$ cat src/rtl/mips_pkg.sv
// Shared types and constants for the MIPS fetch front end.
package mips_pkg;

  localparam int          INSTR_W = 32;
  localparam logic [31:0] PC_INC  = 32'd4;
  localparam int          JIDX_W  = 26;

  typedef enum logic [1:0] {
    FETCH,
    WAIT,
    DELIVER,
    HALT
  } fetch_state_t;

endpackage

$ cat src/rtl/pc_next_sel.sv
// Next-PC selection: sequential, branch or J-type jump target of the
// instruction currently held in decode.
module pc_next_sel
  import mips_pkg::*;
(
  input  logic [INSTR_W-1:0] i_instr_pc,
  input  logic [INSTR_W-1:0] i_branch_offset_sl2,
  input  logic               i_branch_taken,
  input  logic               i_jump_en,
  input  logic [JIDX_W-1:0]  i_jump_index,
  output logic [INSTR_W-1:0] o_next_pc,
  output logic [INSTR_W-1:0] o_pc_plus4
);

  logic [INSTR_W-1:0] w_pc_plus4;

  assign w_pc_plus4 = i_instr_pc + PC_INC;
  assign o_pc_plus4 = w_pc_plus4;

  // Jump outranks branch, branch outranks fall-through; all sums wrap mod 2^32
  always_comb begin
    o_next_pc = w_pc_plus4;
    if (i_jump_en) begin
      o_next_pc = {w_pc_plus4[31:28], i_jump_index, 2'b00};
    end else if (i_branch_taken) begin
      o_next_pc = w_pc_plus4 + i_branch_offset_sl2;
    end
  end

endmodule

$ cat src/rtl/pc_fetch_unit.sv
// PC register and single-outstanding instruction fetch sequencer.
// Optional build macro PC_ALIGN_CHECK_EN adds misalign_err and a HALT state;
// without it the low two bits of every new PC are cleared.
module pc_fetch_unit
  import mips_pkg::*;
#(
  parameter logic [31:0] RESET_PC = 32'h0000_0000,
  parameter int          CNT_W    = 32
) (
  input  logic                clk,
  input  logic                rst_n,
  input  logic [INSTR_W-1:0]  branch_offset_sl2,
  input  logic                branch_taken,
  input  logic                jump_en,
  input  logic [JIDX_W-1:0]   jump_index,
  input  logic                stall,
  output logic                imem_req_valid,
  input  logic                imem_req_ready,
  output logic [INSTR_W-1:0]  imem_addr,
  input  logic                imem_rsp_valid,
  input  logic [INSTR_W-1:0]  imem_rsp_data,
  output logic                instr_valid,
  output logic [INSTR_W-1:0]  instr,
  output logic [INSTR_W-1:0]  instr_pc,
  output logic [INSTR_W-1:0]  pc_plus4,
`ifdef PC_ALIGN_CHECK_EN
  output logic                misalign_err,
`endif
  output logic [CNT_W-1:0]    retired_cnt
);

  fetch_state_t       r_state;
  fetch_state_t       w_state_next;
  logic               r_armed;
  logic [INSTR_W-1:0] r_pc;
  logic [INSTR_W-1:0] r_instr;
  logic [INSTR_W-1:0] r_instr_pc;
  logic [CNT_W-1:0]   r_retired;
  logic [INSTR_W-1:0] w_next_pc;
  logic [INSTR_W-1:0] w_pc_plus4;
  logic [INSTR_W-1:0] w_pc_load;
  logic               w_req_valid;
  logic               w_instr_valid;
  logic               w_capture;
  logic               w_retire;
`ifdef PC_ALIGN_CHECK_EN
  logic               w_halt;
  logic               r_misalign;
`endif

  pc_next_sel u_pc_next_sel (
    .i_instr_pc          (r_instr_pc),
    .i_branch_offset_sl2 (branch_offset_sl2),
    .i_branch_taken      (branch_taken),
    .i_jump_en           (jump_en),
    .i_jump_index        (jump_index),
    .o_next_pc           (w_next_pc),
    .o_pc_plus4          (w_pc_plus4)
  );

`ifdef PC_ALIGN_CHECK_EN
  assign w_pc_load = w_next_pc;
`else
  assign w_pc_load = w_next_pc & ~32'h0000_0003;
`endif

  // State register
  always_ff @(posedge clk or negedge rst_n) begin
    if (!rst_n) r_state <= FETCH;
    else        r_state <= w_state_next;
  end

  // Keeps the first request off the bus until one edge after reset release
  always_ff @(posedge clk or negedge rst_n) begin
    if (!rst_n) r_armed <= 1'b0;
    else        r_armed <= 1'b1;
  end

  // Next-state and handshake decode; rsp_valid only matters in WAIT
  always_comb begin
    w_state_next  = r_state;
    w_req_valid   = 1'b0;
    w_instr_valid = 1'b0;
    w_capture     = 1'b0;
    w_retire      = 1'b0;
`ifdef PC_ALIGN_CHECK_EN
    w_halt        = 1'b0;
`endif
    case (r_state)
      FETCH: begin
        w_req_valid = r_armed;
        if (r_armed && imem_req_ready) w_state_next = WAIT;
      end
      WAIT: begin
        if (imem_rsp_valid) begin
          w_capture    = 1'b1;
          w_state_next = DELIVER;
        end
      end
      DELIVER: begin
        w_instr_valid = 1'b1;
        if (!stall) begin
`ifdef PC_ALIGN_CHECK_EN
          if (w_next_pc[1:0] != 2'b00) begin
            w_halt       = 1'b1;
            w_state_next = HALT;
          end else begin
            w_retire     = 1'b1;
            w_state_next = FETCH;
          end
`else
          w_retire     = 1'b1;
          w_state_next = FETCH;
`endif
        end
      end
      HALT: begin
`ifdef PC_ALIGN_CHECK_EN
        w_state_next = HALT;
`else
        w_state_next = FETCH;
`endif
      end
      default: w_state_next = FETCH;
    endcase
  end

  // PC, captured instruction and retire counter
  always_ff @(posedge clk or negedge rst_n) begin
    if (!rst_n) begin
      r_pc       <= RESET_PC;
      r_instr    <= '0;
      r_instr_pc <= RESET_PC;
      r_retired  <= '0;
    end else begin
      if (w_capture) begin
        r_instr    <= imem_rsp_data;
        r_instr_pc <= r_pc;
      end
      if (w_retire) begin
        r_pc      <= w_pc_load;
        r_retired <= r_retired + CNT_W'(1);
      end
    end
  end

`ifdef PC_ALIGN_CHECK_EN
  // Sticky misalignment flag, cleared only by reset
  always_ff @(posedge clk or negedge rst_n) begin
    if (!rst_n)      r_misalign <= 1'b0;
    else if (w_halt) r_misalign <= 1'b1;
  end

  assign misalign_err = r_misalign;
`endif

  assign imem_req_valid = w_req_valid;
  assign imem_addr      = r_pc;
  assign instr_valid    = w_instr_valid;
  assign instr          = r_instr;
  assign instr_pc       = r_instr_pc;
  assign pc_plus4       = w_pc_plus4;
  assign retired_cnt    = r_retired;

endmodule

$ cat config.mk
export PLATFORM = sky130hd
export DESIGN_NAME = pc_fetch_unit
export DESIGN_NICKNAME = d
export VERILOG_FILES = /design/src/rtl/mips_pkg.sv /design/src/rtl/pc_next_sel.sv /design/src/rtl/pc_fetch_unit.sv
export SDC_FILE = /design/constraint.sdc
export NUM_CORES = 1
export LEC_CHECK = 0
export BUFFER_PORTS_ARGS = -buffer_cell sky130_fd_sc_hd__buf_2
export CAP_MARGIN = 20
export CELL_PAD_IN_SITES_DETAIL_PLACEMENT = 2
export CELL_PAD_IN_SITES_GLOBAL_PLACEMENT = 2
export CORE_AREA = 2 2 163 165
export CTS_BUF_LIST = sky130_fd_sc_hd__clkbuf_16
export CTS_CLUSTER_SIZE = 10
export DETAILED_ROUTE_END_ITERATION = 8
export DIE_AREA = 0 0 165 167
export PLACE_DENSITY_LB_ADDON = 0.1
export SLEW_MARGIN = 20
export SYNTH_ARGS = -nofsm -noshare
export SYNTH_HDL_FRONTEND = slang
export SYNTH_SLANG_ARGS = --single-unit
$ cat constraint.sdc
create_clock -name clk -period 4.9 [get_ports clk]
set_input_delay 0.98 -clock clk [delete_from_list [all_inputs] [get_ports clk]]
set_output_delay 0.98 -clock clk [all_outputs]
set_load 0.005 [all_outputs]
Word-level counts from Yosys, hierarchy flattened. Cells that the tools add are included.

Flip-flop bits (word level): 127. Word-level logic and storage cells: 30.

Add/subtract/negate cells: 3. Equality and inequality tests: 6. Mux-type cells: 12. Reduce and logical (&&, ||, !) cells: 3.

Operator list (number): 32-bit two-way mux (2); 32-bit by 1-bit adder with 32-bit output, second input constant (1); 32-bit by 3-bit adder with 32-bit output, second input constant (1); 32-bit adder (1); 2-bit one-hot mux with 4 select lines (1); 1-bit two-way mux (6); 2-bit two-way mux (3); 2-bit != test, second input constant (3); 2-bit == test, second input constant (2); 3-bit AND reduction (1); 2-bit by 1-bit == test with 1-bit output, second input constant (1); 2-bit logical NOT (1); 1-bit logical AND (1).

Longest topological paths before layout. Gate-level depths: netlist (run 1).

Depth after elaboration: 4. Depth in mapped cells: 18.

By module. From an unflattened synthesis (run 1), not the netlist that was laid out.

Cell total of the unflattened synthesis: 849. Area total of the unflattened synthesis: 8082.8 um^2.

By module, submodules not included: pc_fetch_unit (instances 1, cells an instance 402, area an instance 5044.8 um^2); pc_next_sel (instances 1, cells an instance 447, area an instance 3037.9 um^2).

Worst setup path after synthesis (run 1). No wires, ideal clock.

Path type: register to register. Start point: register r_instr_pc[2], in the netlist instr_pc[2]. End point: register r_pc[21], in the netlist imem_addr[21]. Arrival: 3.673 ns. Data required time: 4.768 ns. Slack: 1.095 ns. Cell stages (with the launch flop): 15. Buffers on the path: 0. Path through: dfrtp_1 -> and3_1 -> or3b_1 -> nor2_1 -> and3_1 -> xor2_1 -> ha_1 -> a21oi_1 -> nand2b_1 -> or4_4 -> and3_1 -> o31a_1 -> or3_1 -> a311oi_1 -> o31ai_1.

Longest elaborated chain between the ends: 4.

RTL lines: start: declaration (line pc_fetch_unit.sv:37) `logic [INSTR_W-1:0] r_instr_pc;`; start signal: assignment (line pc_fetch_unit.sv:138) `r_instr_pc <= r_pc;`; 32-bit by 3-bit adder with 32-bit output (line pc_next_sel.sv:17) `assign w_pc_plus4 = i_instr_pc + PC_INC;`; named net pc_plus4[15] (line pc_fetch_unit.sv:25) `output logic [INSTR_W-1:0] pc_plus4,`; 32-bit adder (line pc_next_sel.sv:26) `o_next_pc = w_pc_plus4 + i_branch_offset_sl2;`; 32-bit two-way mux (line pc_next_sel.sv:25) `end else if (i_branch_taken) begin`; 32-bit two-way mux (line pc_next_sel.sv:23) `if (i_jump_en) begin`; end signal: assignment (line pc_fetch_unit.sv:141) `r_pc <= w_pc_load;`; end: declaration (line pc_fetch_unit.sv:35) `logic [INSTR_W-1:0] r_pc;`.

The timed path passes the listed nets, and every way through them passes these cells. A chain may end at the register's enable or synchronous reset.

Worst setup path after layout (run 1).
Start point: register r_instr_pc[7], in the netlist instr_pc[7]. End point: register r_pc[21], in the netlist imem_addr[21].

Longest elaborated chain between the ends: 4.

RTL lines (line): 32-bit by 3-bit adder with 32-bit output * (pc_next_sel.sv:17); 32-bit adder (pc_next_sel.sv:26); 32-bit two-way mux * (pc_next_sel.sv:25); 32-bit two-way mux * (pc_next_sel.sv:23).

Every way passes the cells marked *; elsewhere a longest branch is shown, timed or not.

==> impl_metrics.py, run 1 <==
metrics = {
    "outcome": {
        "status": "finished, final reports clean",
    },
    "pwr": {
        "irDropWorstVdd_uv": 193.0,
        "powerDensity_mw_per_mm2": 582.3,
        "leakage_nw": 4.934,
    },
    "sta": {
        "setup_violations": 0,
        "worst_slew_pin_slew_ns": 0.9491,
        "fmax_mhz": 228.5,
        "max_slew_margin_pct": 36.73,
        "timing.setup.tns_ns": 0,
        "fin_skew_ns": 0.01431,
        "slew_viol_final": 0,
        "rsz0062_at_grt": "false",
        "finalHoldViolCount": 0,
        "fin_crit_sh_pct": 89.32,
        "timing.final.crit_period_ns": 4.377,
    },
    "synthesis": {
        "async_sr_flop_fraction_pct": 100.0,
        "synth_seq_area_share_pct": 41.61,
        "post_synth_instance_area_sq_mm": 0.007637,
        "post_synth.cell_area_avg_sq_um": 9.817,
        "synth-edff-count": 0,
        "synth.distinct_cells": 68,
        "synth_top_flop_cell": "sky130_fd_sc_hd__dfrtp_1",
        "synthesis.instances": 778,
        "synth_seq_cells": 127,
        "total_of_warnings_raised_by_yosys": 0,
    },
    "layout": {
        "n_antenna_cell": 0,
        "area_growth_pct": 28.85,
        "design.final.nets": 1161,
        "layout_commonest_cell": "sky130_fd_sc_hd__buf_2",
        "postLayoutCellArea_sq_mm": 0.009841,
        "final_cell_mix": "249 x sky130_fd_sc_hd__buf_2, 127 x sky130_fd_sc_hd__dfrtp_1, 89 x sky130_fd_sc_hd__nand2_1",
        "fillerInstances": 2904,
        "final_layout_size_suffix_gt1_share_pct": 35.42,
    },
    "floorplan": {
        "chipHeight_um": 167,
        "io-pin-count": 259,
        "die_width_um": 165,
        "placeableCoreArea_sq_mm": 0.02576,
        "floorplan.initialDensity_pct": 29.64,
        "rows": 59,
        "die_footprint_sq_mm": 0.02756,
    },
    "clock_tree": {
        "clk_pin_slew_ns": 0.07,
        "clock_insertion_delay_worst_skew_ns": 0.43,
        "postCtsSetupRepairBufs": 0,
        "cts.sinks": 127,
        "cts_tree": "built",
        "htree_num_levels": 4,
        "cts_buf_count": 17,
        "cts.path.max_buffers": 2,
        "post_cts_hold_buffer_count": 0,
        "cts-resized-gates": 0,
        "cts-root-buf": "sky130_fd_sc_hd__clkbuf_16",
    },
    "setup_path": {
        "worstPathArrival_ns": 4.65,
        "critical_path.slowest_cell": "sky130_fd_sc_hd__or3b_1",
        "end_kind": "register",
        "cpPeakStageDelay_ns": 0.51,
        "worst_setup_path_start_kind": "register",
        "setup.reg_to_reg.worst_slack_ns": 0.52,
        "cp_data_required_time_ns": 5.17,
        "crit_type": "register to register",
        "worstPathCellList": "nand4_1, or3b_1, nor2_1, and3_1, xor2_1, ha_1, a21oi_1, nand2b_1, or4_4, and3_1, o31a_1, or3_1, a311oi_1, o31ai_1",
        "crit_path_max_fanout": 7,
        "worst_path_most_repeated_cell": "sky130_fd_sc_hd__and3_1",
    },
    "placed_design": {
        "dpl_wire_length_um": 21290,
        "placement.cell_area_sq_mm": 0.009250,
        "finalWeightedCongestion": 0.7953,
        "io_buffer_count": 250,
    },
    "route": {
        "dr_vias": 6970,
        "drcViolationCount": 0,
        "ant_nets": 0,
        "detail_route.wirelength_um": 27800,
        "avgRoutedWirePerCell_um": 20.23,
        "drt_first_iter_violations": 277,
        "drt_pass1_iterations": 4,
        "avgViaCountPerCell": 5.073,
    },
    "global_routing": {
        "global_route.usage.total_pct": 20.53,
        "grt-ovfl-total": 0,
        "via_count_of_the_first_global_routing_pass": 7512,
        "initial_antenna_violation_count": 0,
        "pin_count_of_the_biggest_net_entering_global_routing": 101,
        "wire_length_of_the_first_global_routing_pass_um": 43460,
    },
    "hold_path": {
        "timing.hold.worst.class": "register to register",
    },
    "run": {
        "max-cap-violations": 0,
    },
}
[layout make-up]
cell class	instances	area [sq um]	area share, %
Inverter	14	52.55	0.5340
Clock buffer	17	425.4	4.323
Timing Repair Buffer	260	1333	13.54
Multi-Input combinational cell	606	4268	43.37
Tap cell	335	419.2	4.259
Clock inverter	15	165.2	1.678
Sequential cell	127	3178	32.29
[registers in the layout (all words and copies together), names as in the netlist]
register,count
retired_cnt,32
instr_pc,30
r_armed,1
imem_addr,30
instr,32
r_state,2
[critical path, delay by kind of cell (launching register included)]
kind,cells,cell delay (ns)
AOI/OAI and AO/OA,4,1.02
DFF,1,0.48
adders and majority gates,1,0.33
and+or+nand+nor,8,2.16
xor gates and xnor gates,1,0.23
[where the power goes]
| group | internal [mW] | switching [mW] | total (mW) |
|---|---|---|---|
| clock | 0.685 | 0.588 | 1.27 |
| sequential | 1.42 | 0.370 | 1.79 |
| combinational | 1.24 | 1.43 | 2.67 |
| total | 3.34 | 2.39 | 5.73 |
[cells in the mapped netlist (3+ instances only)]
cell,n,area [sq um]
sky130_fd_sc_hd__a211oi_1,9,67.56
sky130_fd_sc_hd__a21oi_1,46,230.2
sky130_fd_sc_hd__a31oi_1,5,31.28
sky130_fd_sc_hd__and4_1,7,61.31
sky130_fd_sc_hd__nand3b_1,3,22.52
sky130_fd_sc_hd__o21bai_1,4,30.03
sky130_fd_sc_hd__o21ai_0,38,190.2
sky130_fd_sc_hd__clkbuf_1,22,82.58
sky130_fd_sc_hd__o31ai_1,6,45.04
sky130_fd_sc_hd__mux2_2,63,709.4
sky130_fd_sc_hd__nand2b_1,3,18.77
sky130_fd_sc_hd__nor2b_1,3,18.77
sky130_fd_sc_hd__dfrtp_1,127,3178
sky130_fd_sc_hd__xor2_1,23,201.4
sky130_fd_sc_hd__nand4_1,12,75.07
sky130_fd_sc_hd__inv_1,13,48.80
sky130_fd_sc_hd__ha_1,37,462.9
sky130_fd_sc_hd__buf_1,8,30.03
sky130_fd_sc_hd__or3_1,6,37.54
sky130_fd_sc_hd__xnor2_1,52,455.4
sky130_fd_sc_hd__o21a_1,5,37.54
sky130_fd_sc_hd__nor2_1,44,165.2
sky130_fd_sc_hd__o41ai_1,3,26.28
sky130_fd_sc_hd__and2_1,6,37.54
sky130_fd_sc_hd__and3_1,17,106.4
sky130_fd_sc_hd__o211ai_1,6,45.04
sky130_fd_sc_hd__nand3_1,33,165.2
sky130_fd_sc_hd__a21o_1,21,157.7
sky130_fd_sc_hd__mux2i_1,5,50.05
sky130_fd_sc_hd__nand2_1,89,334.1
sky130_fd_sc_hd__nor3b_1,3,22.52
sky130_fd_sc_hd__a31o_2,3,26.28
sky130_fd_sc_hd__buf_4,6,45.04
sky130_fd_sc_hd__a21boi_0,3,22.52
sky130_fd_sc_hd__nor3_1,7,35.03
[layer usage]
| layer | GRT usage (%) | part of all wire, % | up-vias |
|---|---|---|---|
| met2 | 35.63 | 50 | 138 |
| met5 | 0 | 0 | - |
| li1 | - | - | 3287 |
| met3 | 2.665 | 3.2 | 18 |
| met1 | 27.10 | 46 | 3527 |
| met4 | 4.423 | 0.91 | 0 |
[per-stage QoR]
step / std cells / setup slack (ns) / power [mW] / utilization, % / hold WS (ns)
after floorplan: 783 / 1.095 / 3.327 / - / 0.4513
after global placement: 1342 / 0.5575 / 4.432 / 35.90 / 0.4544
after detailed placement: 1342 / 0.5378 / 4.515 / 35.90 / 0.4630
after CTS: 1374 / 0.4757 / 5.833 / 38.20 / 0.4772
after global routing: 1374 / 0.1420 / 6.209 / 38.20 / 0.4946
final: 1374 / 0.5231 / 5.730 / 38.20 / 0.4672
[cell families (layout without fill, tap and decap cells)]
| kind of cell | count (synthesis) | count (layout) | share of synthesized area [%] |
|---|---|---|---|
| multiplexers | 68 | 68 | 9.944 |
| AO/OA/AOI/OAI | 171 | 171 | 14.52 |
| adder cells (fa/ha/maj) | 38 | 38 | 6.324 |
| other | 2 | 7 | 0.09833 |
| XOR/XNOR | 76 | 76 | 8.814 |
| AND/OR/NAND/NOR | 246 | 246 | 15.94 |
| flip-flops | 127 | 127 | 41.61 |
| buffers and inverters | 50 | 306 | 2.752 |
[worst paths after layout]
check	to	cells past startpoint	startpoint
min reg2reg	retired_cnt[31]	1	retired_cnt[31]
max reg2reg	imem_addr[21]	14	instr_pc[7]
max in group asynchronous	instr_pc[17]	2	rst_n
max	imem_addr[21]	14	instr_pc[7]
min	retired_cnt[31]	1	retired_cnt[31]
min in group asynchronous	imem_addr[4]	1	rst_n
Note: power is estimated with default switching activity, not from simulation.
==> run 2: changes to the inputs <==
--- a/config.mk
+++ b/config.mk
@@ -5,15 +5,16 @@
 export SDC_FILE = /design/constraint.sdc
 export NUM_CORES = 1
 export LEC_CHECK = 0
+export ABC_AREA = 1
 export BUFFER_PORTS_ARGS = -buffer_cell sky130_fd_sc_hd__buf_2
 export CAP_MARGIN = 20
 export CELL_PAD_IN_SITES_DETAIL_PLACEMENT = 2
 export CELL_PAD_IN_SITES_GLOBAL_PLACEMENT = 2
-export CORE_AREA = 2 2 163 165
-export CTS_BUF_LIST = sky130_fd_sc_hd__clkbuf_16
+export CORE_AREA = 2 2 245 126
+export CTS_BUF_LIST = sky130_fd_sc_hd__clkbuf_8
 export CTS_CLUSTER_SIZE = 10
 export DETAILED_ROUTE_END_ITERATION = 8
-export DIE_AREA = 0 0 165 167
+export DIE_AREA = 0 0 247 128
 export PLACE_DENSITY_LB_ADDON = 0.1
 export SLEW_MARGIN = 20
 export SYNTH_ARGS = -nofsm -noshare
==> run 2 against run 1 <==
- total power increased by 8.1%
- critical path type unchanged
- worst setup slack improved by 0.45 ns
- non-clock buffer count decreased by 5
- wire length increased by 37%
==> impl_metrics.py, run 2 <==
metrics = {
    "outcome": {
        "status": "finished, final reports clean",
    },
    "synthesis": {
        "post_synth.cell_area_avg_sq_um": 7.387,
        "synth.distinct_cells": 47,
        "synth_top_cell_by_area": "sky130_fd_sc_hd__dfrtp_1",
        "total_of_warnings_raised_by_yosys": 0,
        "synth_seq_area_share_pct": 36.34,
        "post_synth_instance_area_sq_mm": 0.008746,
        "cell_with_the_most_instances_after_synthesis": "sky130_fd_sc_hd__nand2_1",
        "synthesis.instances": 1184,
        "yosysTopAreaCellShare_pct": 36.34,
        "synth_top_flop_cell": "sky130_fd_sc_hd__dfrtp_1",
        "most_frequent_cells_after_synthesis": "332 x sky130_fd_sc_hd__nand2_1, 153 x sky130_fd_sc_hd__inv_1, 127 x sky130_fd_sc_hd__dfrtp_1",
        "synthTopCellsByArea": "sky130_fd_sc_hd__dfrtp_1 36%, sky130_fd_sc_hd__nand2_1 14%, sky130_fd_sc_hd__inv_1 6.6%",
        "synth-edff-count": 0,
        "async_sr_flop_fraction_pct": 100.0,
        "synth_seq_cells": 127,
    },
    "placed_design": {
        "preCtsSetupSlack_ns": 1.157,
        "dp.cells": 1813,
        "placement.cell_area_sq_mm": 0.01043,
        "finalWeightedCongestion": 0.9379,
        "dpl_wire_length_um": 31640,
        "io_buffer_count": 250,
    },
    "global_routing": {
        "grt-ovfl-total": 0,
        "globalRouteMet1Util_pct": 38.75,
        "grt.met2_usage_pct": 35.06,
        "via_count_of_the_first_global_routing_pass": 9487,
        "initial_antenna_violation_count": 0,
        "wire_length_of_the_first_global_routing_pass_um": 58150,
        "global_route.usage.total_pct": 24.60,
        "busiest_layer": "met1",
        "global_route.usage.met3_pct": 4.187,
        "pin_count_of_the_biggest_net_entering_global_routing": 56,
    },
    "sta": {
        "max_slew_margin_pct": 41.22,
        "timing.final.crit_period_ns": 3.925,
        "fin_skew_ns": 0.01131,
        "finalHoldViolCount": 0,
        "slew_viol_final": 0,
        "rsz0062_at_grt": "false",
        "setup_violations": 0,
        "fin_crit_sh_pct": 80.10,
        "timing.setup.tns_ns": 0,
        "worst_slew_pin_slew_ns": 0.8807,
        "fmax_mhz": 254.8,
        "setup_slack_ns": 0.9750,
    },
    "layout": {
        "postLayoutCellArea_sq_mm": 0.01082,
        "area_growth_pct": 23.66,
        "multi_input_area_sq_mm": 0.004851,
        "layout_commonest_cell": "sky130_fd_sc_hd__nand2_1",
        "fin_cells": 1845,
        "sequential_cell_area_sq_mm": 0.003178,
        "final_cell_mix": "332 x sky130_fd_sc_hd__nand2_1, 249 x sky130_fd_sc_hd__buf_2, 153 x sky130_fd_sc_hd__inv_1",
        "final_layout_size_suffix_gt1_share_pct": 25.73,
        "design.final.nets": 1568,
        "n_antenna_cell": 0,
        "fillerInstances": 3522,
    },
    "pwr": {
        "swShare_pct": 49.38,
        "leakage_nw": 5.920,
        "cell_internal_pwr_mw": 3.137,
        "share_seq_of_total_power_pct": 30.8,
        "powerDensity_mw_per_mm2": 573.0,
        "clock_power_share_pct": 14.9,
        "power.net_switching_mw": 3.060,
        "p_comb_share_pct": 54.3,
        "irDropWorstVdd_uv": 227.9,
    },
    "clock_tree": {
        "cts.sinks": 127,
        "htree_num_levels": 4,
        "post_cts_hold_buffer_count": 0,
        "cts-root-buf": "sky130_fd_sc_hd__clkbuf_8",
        "cts-resized-gates": 0,
        "clk_pin_slew_ns": 0.09,
        "cts.path.max_buffers": 2,
        "clock_insertion_delay_worst_skew_ns": 0.46,
        "postCtsSetupRepairBufs": 0,
        "cts_tree": "built",
        "cts_buf_count": 17,
    },
    "route": {
        "ant_nets": 0,
        "drt_first_iter_violations": 539,
        "drcViolationCount": 0,
        "avgViaCountPerCell": 4.895,
        "drt_pass1_iterations": 7,
        "avgRoutedWirePerCell_um": 20.69,
        "detail_route.wirelength_um": 38160,
        "dr_vias": 9032,
    },
    "hold_path": {
        "timing.hold.worst.class": "primary input to asynchronous set/reset pin",
    },
    "setup_path": {
        "worst_setup_path_start_kind": "register",
        "end_kind": "register",
        "cp_data_required_time_ns": 5.25,
        "crit_type": "register to register",
        "worstPathArrival_ns": 4.28,
        "worstRegToRegCells": 18,
        "crit_path_max_fanout": 6,
    },
    "floorplan": {
        "io-pin-count": 259,
        "rows": 45,
        "die_footprint_sq_mm": 0.03162,
        "placeableCoreArea_sq_mm": 0.02967,
        "floorplan.initialDensity_pct": 29.48,
        "chipHeight_um": 128,
        "die_width_um": 247,
    },
    "run": {
        "max-cap-violations": 0,
    },
}
==> run 2: cell types whose count changed after synthesis, sizes merged, moves of 10 or more <==
cell	before	now
nor2	44	118
inv	13	162
nand2	89	340
and3	18	2
nand3	33	74
xor2	23	40
mux2	63	39
nor3	7	18
nand4	12	24
o21ai	38	58
xnor2	53	18
a21o	22	3
a211oi	10	0
==> run 2: power by group through the flow <==
| stage | clock network [mW] | logic (mW) | registers [mW] |
|---|---|---|---|
| global route | 1.00 | 3.78 | 1.97 |
| floorplan | 0 | 1.89 | 1.82 |
| finish | 0.924 | 3.37 | 1.91 |
| CTS | 0.951 | 3.38 | 1.91 |
| global placement | 0 | 3.26 | 1.90 |
| detailed placement | 0 | 3.36 | 1.93 |
==> run 2: cell families (layout without fill, tap and decap cells) <==
kind of cell    after synthesis  in the layout  share of synthesized area, %
simple gates                593            593                         30.11
buf+inv                     192            449                         8.555
compound gates              135            135                         8.555
flops                       127            127                         36.34
xor+xnor                     58             58                         5.808
mux                          39             39                         5.021
fa+ha+maj                    38             38                         5.522
other cells                   2              7                       0.08587
==> run 2: path summary, 6_finish.rpt <==
kind / slack, ns / endpoint / from
max: 0.97 / imem_addr[25] / instr_pc[2]
min: 0.45 / instr[31] / rst_n
max reg2reg: 0.97 / imem_addr[25] / instr_pc[2]
min reg2reg: 0.51 / instr[25] / instr[25]
max in group asynchronous: 3.39 / instr[2] / rst_n
min in group clk: 0.51 / instr[25] / instr[25]
==> run 2: critical path, stage by stage, from the launching register on <==
cell and delay, ns:
sky130_fd_sc_hd__dfrtp_1 0.49, sky130_fd_sc_hd__ha_1 0.27, sky130_fd_sc_hd__nand2_1 0.11, sky130_fd_sc_hd__nor2_4 0.22, sky130_fd_sc_hd__nand2_1 0.08, sky130_fd_sc_hd__nor2_1 0.36
sky130_fd_sc_hd__nand3_1 0.15, sky130_fd_sc_hd__nand2_1 0.19, sky130_fd_sc_hd__inv_1 0.12, sky130_fd_sc_hd__ha_1 0.46, sky130_fd_sc_hd__nand2_1 0.15, sky130_fd_sc_hd__nor2_1 0.17
sky130_fd_sc_hd__inv_1 0.11, sky130_fd_sc_hd__nor3_1 0.33, sky130_fd_sc_hd__nand3_1 0.26, sky130_fd_sc_hd__nand4_1 0.16, sky130_fd_sc_hd__nand3_1 0.08, sky130_fd_sc_hd__nand2_1 0.07
sky130_fd_sc_hd__nand2_1 0.04
==> run 2: metal layers <==
| metal | vias to the layer above | part of all wire, % |
|---|---|---|
| li1 | 4270 | - |
| met1 | 4548 | 54 |
| met2 | 193 | 41 |
| met3 | 21 | 4.8 |
| met4 | 0 | 0.67 |
| met5 | - | 0 |
==> run 2: per-stage QoR <==
stage          hold WS [ns]  util, %  power (mW)
2_1_floorplan        0.4901        -       3.704
3_3_place_gp         0.4821    35.15       5.160
3_5_place_dp         0.4926    35.15       5.291
4_1_cts              0.4604    36.45       6.241
5_1_grt              0.4586    36.45       6.754
6_report             0.4545    36.45       6.197
==> run 2: area by class of cell <==
cell class | instances | share of cell area [%]
multi-input cells | 870 | 44.85
flip-flops and latches | 127 | 29.38
repair buffers | 255 | 11.97
inverters | 162 | 5.622
well taps | 399 | 4.616
clock buffers | 17 | 2.163
clock inverters | 15 | 1.388
==> run 3: changes to the inputs <==
--- a/config.mk
+++ b/config.mk
@@ -10,11 +10,11 @@
 export CAP_MARGIN = 20
 export CELL_PAD_IN_SITES_DETAIL_PLACEMENT = 2
 export CELL_PAD_IN_SITES_GLOBAL_PLACEMENT = 2
-export CORE_AREA = 2 2 245 126
+export CORE_AREA = 2 2 258 133
 export CTS_BUF_LIST = sky130_fd_sc_hd__clkbuf_8
 export CTS_CLUSTER_SIZE = 10
 export DETAILED_ROUTE_END_ITERATION = 8
-export DIE_AREA = 0 0 247 128
+export DIE_AREA = 0 0 260 135
 export PLACE_DENSITY_LB_ADDON = 0.1
 export SLEW_MARGIN = 20
 export SYNTH_ARGS = -nofsm -noshare
==> constraint.sdc (replaced) <==
create_clock -name clk -period 3.6 [get_ports clk]
set_input_delay 0.72 -clock clk [delete_from_list [all_inputs] [get_ports clk]]
set_output_delay 0.72 -clock clk [all_outputs]
set_load 0.005 [all_outputs]
==> run 3 against run 2 <==
- register-to-register slack got worse by 0.81 ns
- largest power group unchanged
- largest cell class unchanged
- sequential share of layout area decreased by 1.3 points
- die area increased by 11%
- core utilization decreased by 1.7 points
- non-clock buffer count increased by 45
- maximum frequency increased by 14%
==> impl_metrics.py, run 3 (same netlist as run 2, synthesis figures left out) <==
metrics = {
    "clock_tree": {
        "cts.path.max_buffers": 2,
        "cts.sinks": 127,
        "cts_tree": "built",
        "clk_pin_slew_ns": 0.09,
        "htree_num_levels": 4,
        "cts-root-buf": "sky130_fd_sc_hd__clkbuf_8",
        "clock_insertion_delay_worst_skew_ns": 0.47,
        "cts_buf_count": 17,
    },
    "pwr": {
        "clock_power_share_pct": 14.6,
        "share_seq_of_total_power_pct": 28.0,
        "power.total_mw": 9.015,
        "irDropWorstVdd_uv": 250.0,
        "power.net_switching_mw": 4.353,
        "powerDensity_mw_per_mm2": 795.7,
        "p_comb_share_pct": 57.4,
        "swShare_pct": 48.28,
        "cell_internal_pwr_mw": 4.662,
        "leakage_nw": 6.162,
    },
    "global_routing": {
        "wire_length_of_the_first_global_routing_pass_um": 60380,
        "grt-ovfl-total": 0,
        "pin_count_of_the_biggest_net_entering_global_routing": 72,
        "global_route.usage.total_pct": 23.14,
        "via_count_of_the_first_global_routing_pass": 9627,
        "initial_antenna_violation_count": 0,
    },
    "placed_design": {
        "io_buffer_count": 250,
        "placement.cell_area_sq_mm": 0.01086,
        "dp.cells": 1898,
        "preCtsSetupSlack_ns": -0.02727,
        "finalWeightedCongestion": 0.9181,
        "dpl_wire_length_um": 33190,
    },
    "sta": {
        "finalHoldViolCount": 0,
        "rsz0062_at_grt": "true",
        "setup_violations": 0,
        "setup_slack_ns": 0.1693,
        "timing.final.crit_period_ns": 3.431,
        "slew_viol_final": 0,
        "max_slew_margin_pct": 35.53,
        "fin_crit_sh_pct": 95.30,
        "fin_skew_ns": 0.01694,
        "worst_slew_pin_slew_ns": 0.9659,
        "fmax_mhz": 291.5,
        "timing.setup.tns_ns": 0,
        "finalHoldWorstSlack_ns": 0.2826,
    },
    "route": {
        "drt_pass1_iterations": 5,
        "ant_nets": 0,
        "avgRoutedWirePerCell_um": 20.70,
        "avgViaCountPerCell": 4.707,
        "top_signal_layer_used": "met4",
        "drt_first_iter_violations": 377,
        "detail_route.wirelength_um": 40000,
        "route.layer.met1.wl_um": 21450,
        "wl_met2_um": 16660,
        "drcViolationCount": 0,
        "dr_vias": 9093,
        "dr_wl_met3_um": 1599,
    },
    "setup_path": {
        "crit_path_max_fanout": 6,
        "worstPathCellList": "nand2_1, nor2_1, and3_1, xor2_1, inv_1, ha_1, nand2_1, inv_1, nand2_1, nand2_1, a21oi_1, nand2_2, nand2_1, nand2_1, nand2_1, nand3_1, a22oi_1",
        "worstPathArrival_ns": 3.81,
        "crit_type": "register to register",
        "worst_path_most_repeated_cell": "sky130_fd_sc_hd__nand2_1",
        "end_kind": "register",
        "cpPeakStageDelay_ns": 0.51,
        "worst_setup_path_start_kind": "register",
        "critical_path.slowest_cell": "sky130_fd_sc_hd__dfrtp_1",
        "setup.reg_to_reg.worst_slack_ns": 0.17,
        "cp_data_required_time_ns": 3.98,
    },
    "layout": {
        "area_growth_pct": 29.54,
        "sequential_cell_area_sq_mm": 0.003179,
        "fin_cells": 1932,
        "final_cell_mix": "331 x sky130_fd_sc_hd__nand2_1, 249 x sky130_fd_sc_hd__buf_2, 153 x sky130_fd_sc_hd__inv_1",
        "layout_commonest_cell": "sky130_fd_sc_hd__nand2_1",
        "n_antenna_cell": 0,
        "fillerInstances": 3935,
        "multi_input_area_sq_mm": 0.004913,
        "postLayoutCellArea_sq_mm": 0.01133,
        "design.final.nets": 1613,
        "layout.core_utilization_pct": 34.71,
        "final_layout_size_suffix_gt1_share_pct": 28.97,
    },
    "floorplan": {
        "chipHeight_um": 135,
        "die_footprint_sq_mm": 0.03510,
        "die_width_um": 260,
        "floorplan.initialDensity_pct": 26.80,
        "placeableCoreArea_sq_mm": 0.03264,
        "rows": 47,
        "io-pin-count": 259,
    },
    "outcome": {
        "status": "finished, final reports clean",
    },
    "run": {
        "max-cap-violations": 0,
    },
    "hold_path": {
        "timing.hold.worst.class": "primary input to asynchronous set/reset pin",
    },
}
==> run 3: layout make-up <==
type	count	share of cell area, %
Multi-Input combinational cell	870	43.37
Sequential cell	127	28.06
Timing Repair Buffer	300	14.85
Inverter	162	5.367
Tap cell	441	4.870
Clock buffer	17	2.065
Clock inverter	15	1.414
==> run 3: repair_timing <==
item,CTS,global route
hold buffers,0,0
setup endpoints to repair,3,22
resized for setup,1,17
buffers inserted,0,2
pin swaps,0,1
==> run 3: path summary, 6_finish.rpt <==
kind | endpoint | depth (start not counted) | start
worst max register to register | imem_addr[23] | 17 | instr_pc[9]
worst max-delay path | imem_addr[23] | 17 | instr_pc[9]
worst min-delay path | imem_addr[29] | 1 | rst_n
worst min register to register | instr[10] | 1 | instr[10]
max in group asynchronous | instr_pc[5] | 2 | rst_n
min in group clk | instr[24] | 2 | imem_rsp_data[24]
==> run 3: metal layers <==
layer	track usage, %	vias up
met4	3.257	0
li1	-	4363
met5	0	-
met2	33.41	164
met1	36.31	4547
met3	3.660	19
==> run 3: power groups by stage <==
stage	logic [mW]	clock network [mW]	registers (mW)
after floorplan	2.57	0	2.47
after global placement	5.00	0	2.52
after detailed placement	5.14	0	2.54
after CTS	5.17	1.35	2.52
after global routing	5.78	1.42	2.61
final	5.18	1.31	2.53
==> run 3: critical path: cells and delay by family, from the launching register on <==
kind / cells / cell delay, ns
adders and majority gates: 1 / 0.34
AOI/OAI and AO/OA: 2 / 0.38
buffers and inverters: 2 / 0.19
xor gates and xnor gates: 1 / 0.29
DFF: 1 / 0.51
and+or+nand+nor: 11 / 1.63
